**src/rtl/clock_div_bank_if.sv**
```systemverilog
// Divisor-update request port for clock_div_bank.
// One request per cycle; cfg_ready reflects the addressed channel.
interface clock_div_bank_if #(
    parameter int NUM_CH = 4,
    parameter int DIV_W  = 8
);
    localparam int CH_W = (NUM_CH > 1) ? $clog2(NUM_CH) : 1;

    logic             cfg_valid;
    logic             cfg_ready;
    logic [CH_W-1:0]  cfg_chan;
    logic [DIV_W-1:0] cfg_div;

    modport master (
        output cfg_valid,
        output cfg_chan,
        output cfg_div,
        input  cfg_ready
    );

    modport slave (
        input  cfg_valid,
        input  cfg_chan,
        input  cfg_div,
        output cfg_ready
    );
endinterface

```
**src/rtl/clock_div_bank.sv**
```systemverilog
// Bank of NUM_CH programmable 50%-duty clock dividers with
// glitch-free divisor updates and a per-channel rising-edge tick.
module clock_div_bank #(
    parameter int NUM_CH      = 4,
    parameter int DIV_W       = 8,
    parameter int DEFAULT_DIV = 2
) (
    input  logic              CLK,
    input  logic              RESETN,
    clock_div_bank_if.slave   cfg,
    output logic [NUM_CH-1:0] clk_out,
    output logic [NUM_CH-1:0] tick,
    output logic [NUM_CH-1:0] pending
);
    localparam int CH_W = (NUM_CH > 1) ? $clog2(NUM_CH) : 1;
    localparam logic [DIV_W-1:0] DEF = DIV_W'(DEFAULT_DIV);

    logic ready;
    logic xfer;

    // Out-of-range channels match no entry and stay ready.
    always_comb begin
        ready = 1'b1;
        for (int i = 0; i < NUM_CH; i++) begin
            if (cfg.cfg_chan == CH_W'(i)) begin
                ready = !pending[i];
            end
        end
    end

    assign cfg.cfg_ready = ready;
    assign xfer = cfg.cfg_valid && ready;

    for (genvar g = 0; g < NUM_CH; g++) begin : g_ch
        logic [DIV_W-1:0] div_q;
        logic [DIV_W-1:0] shadow_q;
        logic [DIV_W-1:0] cnt_q;
        logic             out_q;
        logic             tick_q;
        logic             pend_q;
        logic             wr;
        logic             at_bnd;

        assign wr     = xfer && (cfg.cfg_chan == CH_W'(g));
        assign at_bnd = (div_q != '0) && (cnt_q == div_q - 1'b1);

        always_ff @(posedge CLK) begin
            if (!RESETN) begin
                div_q    <= DEF;
                shadow_q <= '0;
                cnt_q    <= '0;
                out_q    <= 1'b0;
                tick_q   <= 1'b0;
                pend_q   <= 1'b0;
            end else begin
                tick_q <= 1'b0;
                if (div_q == '0) begin
                    cnt_q <= '0;
                    out_q <= 1'b0;
                    if (pend_q) begin
                        div_q  <= shadow_q;
                        pend_q <= 1'b0;
                    end
                end else if (at_bnd) begin
                    cnt_q <= '0;
                    // A stop request only lands on a falling boundary.
                    if (pend_q && shadow_q == '0 && out_q) begin
                        out_q  <= 1'b0;
                        div_q  <= '0;
                        pend_q <= 1'b0;
                    end else begin
                        out_q  <= !out_q;
                        tick_q <= !out_q;
                        if (pend_q && shadow_q != '0) begin
                            div_q  <= shadow_q;
                            pend_q <= 1'b0;
                        end
                    end
                end else begin
                    cnt_q <= cnt_q + 1'b1;
                end
                if (wr) begin
                    shadow_q <= cfg.cfg_div;
                    pend_q   <= 1'b1;
                end
            end
        end

        assign clk_out[g] = out_q;
        assign tick[g]    = tick_q;
        assign pending[g] = pend_q;
    end
endmodule

```
**src/flat_wrapper.sv**
```systemverilog
// flat-port wrapper written by rule: the top's interface ports become plain ports
module clock_div_bank_flat 
#(
    parameter int NUM_CH      = 4,
    parameter int DIV_W       = 8,
    parameter int DEFAULT_DIV = 2
)
  (CLK, RESETN, clk_out, tick, pending, cfg_cfg_valid, cfg_cfg_chan, cfg_cfg_div, cfg_cfg_ready);
  clock_div_bank_if #(.NUM_CH(NUM_CH), .DIV_W(DIV_W)) cfg_i ();
  input  logic CLK;
  input  logic RESETN;
  output logic [NUM_CH-1:0] clk_out;
  output logic [NUM_CH-1:0] tick;
  output logic [NUM_CH-1:0] pending;
  input wire logic [$bits(cfg_i.cfg_valid)-1:0] cfg_cfg_valid;
  input wire logic [$bits(cfg_i.cfg_chan)-1:0] cfg_cfg_chan;
  input wire logic [$bits(cfg_i.cfg_div)-1:0] cfg_cfg_div;
  output wire logic [$bits(cfg_i.cfg_ready)-1:0] cfg_cfg_ready;
  assign cfg_i.cfg_valid = cfg_cfg_valid;
  assign cfg_i.cfg_chan = cfg_cfg_chan;
  assign cfg_i.cfg_div = cfg_cfg_div;
  assign cfg_cfg_ready = cfg_i.cfg_ready;
  clock_div_bank #(.NUM_CH(NUM_CH), .DIV_W(DIV_W), .DEFAULT_DIV(DEFAULT_DIV)) u_core (.CLK(CLK), .RESETN(RESETN), .cfg(cfg_i), .clk_out(clk_out), .tick(tick), .pending(pending));
endmodule
```
**config.mk**
```make
export PLATFORM = sky130hd
export DESIGN_NAME = clock_div_bank_flat
export DESIGN_NICKNAME = d
export VERILOG_FILES = /design/src/rtl/clock_div_bank_if.sv /design/src/rtl/clock_div_bank.sv /design/src/flat_wrapper.sv
export SDC_FILE = /design/constraint.sdc
export NUM_CORES = 1
export LEC_CHECK = 0
export ABC_AREA = 1
export CORE_MARGIN = 4
export CORE_UTILIZATION = 55
export DETAILED_ROUTE_END_ITERATION = 8
export DONT_BUFFER_PORTS = 1
export PLACE_DENSITY = 0.67
export SLEW_MARGIN = 20
export SYNTH_ARGS = -nofsm -noshare
export SYNTH_HDL_FRONTEND = slang
export SYNTH_SLANG_ARGS = --single-unit
```
**constraint.sdc**
```tcl
create_clock -name CLK -period 3.73 [get_ports CLK]
set_clock_uncertainty 0.2 [all_clocks]
set_input_delay 0.5595 -clock CLK [delete_from_list [all_inputs] [get_ports CLK]]
set_output_delay 0.5595 -clock CLK [all_outputs]
set_load 0.005 [all_outputs]
```
==> results.md <==
- Run status: finished, final reports clean
- Sequential element share of the synthesized area: 0.396
- Synth area leaders: dfxtp_1, nand2_1, nor2_1
- Syn Area/Cell: 6.80 µm²
- Fin cells: between 900 and 1,000
- Post-synth net total: 824
- Largest net degree at the start of global routing: 61
- Layout Nets: 808
- Num ports: 26
- Worst-margin pin slew: 0.669 ns
- Initial Utilization: 0.561
- Vias post-DR: 4,674
- VDD IR max: roughly 0.33 mV
- Initial antenna violation count: 0
- Clk root buf: clkbuf_8
- Area growth, synth to finish: 3.19%
- Initial drt markers: 221
- CTS HTree Levels: 3
- Worst slew margin relative to its limit: 0.553
- Chip height: 108 µm
- Die span in x: 108 µm
- Placed cells: 909
- Post-route antenna net violation count: 0
- Power per cell area: 459 nW/µm²
- CTS sink count: 108
- Hold Buf Count CTS: 0
- CP Capture Type: flop
- Delay-heaviest family, CP: simple AND/OR/NAND/NOR gates
- Num CTS Buffers: 9
- Post-DP HPWL: a little over 8000 µm
- Final hold viol count: 0
- Gr usage total: 0.203
- Cell Area, Synth: 5460 µm²
- CTS tree: built
- Post-route minimum period: 2.18 ns
- Worst-Skew Late Latency: ~0.38 ns
- Total wire length: approximately 11,000 µm
- Filler cells: 999
- Core Box Area: around 10000 µm²
- Critical path's largest stage delay: 0.37 ns
- F_max: around 0.46 GHz
- Max clock buf depth: 2
- Yosys Warn Count: 0
- Cell Rows: 36
- CP bufs+invs: 2
- DRC Markers: 0
- Layout cells sized above 1: 0.0505
- Critical path data arrival time: 2.29 ns
- Routability cong.: 0.874
- First-pass GRT wire length: between 15,000 and 20,000 µm
- Final Slew Violations: 0
- Number of global-route vias before repair: around 4,200
- Pre-antenna DRT Iters: 5
- Tightest Hold Check Type: primary input to flop
- MaxCap Viol Count: 0
- # setup viols final: 0
- Die footprint: 11,600 µm²
- Setup bufs post-CTS: 0
- WHS: approximately 0.083 ns
- CTS resizes: 0
- CP max stage cell: dfxtp_1
- CP required: around 3.8 ns
- Post-Route Setup TNS: 0 ns
- Kind of critical path: flop to flop
- IO buf count: 0
- Synth top area share: 0.396
- FF+latch count, synth: 108
- Startpoint types: flop
- GR Overflow Total: 0
- Vias per cell: 5.05
- Unique masters post-synth: 30
- RSZ-0062 raised after global routing: no
- Clock transition at path regs: 0.10 ns
- Critical Path Fanout Max: 10
- Leading area contributor after synthesis: dfxtp_1
- Leak: about 2.3 nW
- Ant diodes: 0
- Final worst path period share: 0.585
- CP cell instances: inv_1 > ha_1 > inv_1 > nand2_1 > nand4_1 > nor2_1 > nand3_1 > nor2_2 > nand3_2 > nand2_4 > nand2_1 > a21oi_1
- Avg WL per Cell: 12.0 µm
- Gate Count Post-Synth: 803
final cells by class:
cell class / count / area (µm²) / share of cell area
Sequential cell: 108 / 2160 / 0.384
Inverter: 111 / 417 / 0.0740
Tap cell: 133 / 166 / 0.0295
Clock buffer: 11 / 131 / 0.0233
Clock inverter: 5 / 52.6 / 0.00933
Multi-Input combinational cell: 557 / 2700 / 0.480
metrics by stage:
step	area [µm²]	worst slack, ns	power (mW)	utilization
after floorplan	5460	1.77	1.86	-
after global routing	5630	1.28	2.77	0.579
after CTS	5630	1.53	2.62	0.579
after global placement	5450	1.56	1.90	0.560
after detailed placement	5450	1.48	1.92	0.560
final	5630	1.55	2.59	0.579
report_power, final:
part | switching (mW) | internal [mW]
clock network | 0.387 | 0.308
logic | 0.338 | 0.191
registers | 0.0971 | 1.26
total | 0.822 | 1.76
flip-flops by register name, indices dropped and copies added (netlist names):
register / flops
u_core.g_ch.cnt_q: 32
u_core.g_ch.div_q: 32
u_core.g_ch.shadow_q: 32
u_core.g_ch.out_q: 4
u_core.g_ch.pend_q: 4
u_core.g_ch.tick_q: 4
placed cells by master, fill, tap and decap left out, types with 2 or more instances in the layout:
cell type and instances:
nor3b_1 2, dfxtp_1 108, o21ai_0 39, nand3_2 3, xor2_1 16, ha_1 8
clkbuf_8 9, nand2_1 182, a21oi_1 53, clkinv_2 3, nor3_1 6, o21ai_1 4
inv_2 3, nor2_2 9, nand4_1 19, nand2_2 4, nor2_1 117, a21boi_0 3
clkbuf_1 2, xnor2_1 14, nand3_1 69, inv_1 108, nand2_4 3
path summary, 6_finish.rpt:
kind | start | end | slack (ns) | depth (start not counted)
max | u_core.g_ch[0].div_q[0] | u_core.g_ch[0].div_q[5] | 1.55 | 12
min | RESETN | u_core.g_ch[1].div_q[1] | 0.08 | 1
min reg2reg | u_core.g_ch[0].shadow_q[6] | u_core.g_ch[0].div_q[6] | 0.27 | 2
max reg2reg | u_core.g_ch[0].div_q[0] | u_core.g_ch[0].div_q[5] | 1.55 | 12
synthesized netlist by cell type, drive strengths merged:
cell	count
nand2	189
nor2	127
inv	111
dfxtp	108
nand3	73
a21oi	53
o21ai	43
nand4	20
buf	19
xor2	16
xnor2	14
clkbuf	8
ha	8
nor3	6
a21boi	3
nor3b	2
nand3b	1
nor4	1
or2	1
logic make-up (layout without fill, tap and decap cells):
| group | count (synthesis) | after routing | synth area share |
|---|---|---|---|
| XOR/XNOR | 30 | 30 | 0.0481 |
| buffers and inverters | 138 | 127 | 0.109 |
| flip-flops | 108 | 108 | 0.396 |
| adder cells (fa/ha/maj) | 8 | 8 | 0.0183 |
| AO/OA/AOI/OAI | 99 | 99 | 0.0921 |
| AND/OR/NAND/NOR | 420 | 420 | 0.337 |
metal layers:
layer | wire length, µm | GRT usage | vias up
met3 | 625 | 0.0666 | 11
met1 | 5330 | 0.265 | 2100
li1 | - | - | 2496
met2 | 5010 | 0.325 | 67
met4 | 116 | 0.0532 | 0
met5 | 0 | 0 | -
worst register-to-register path: cells and delay by family, from the launching register on:
kind / cells / cell delay [ns]
simple gates: 8 / 0.98
flops: 1 / 0.37
fa+ha+maj: 1 / 0.31
buf+inv: 2 / 0.13
compound gates: 1 / 0.12
Power figures use the tool's default switching activity.
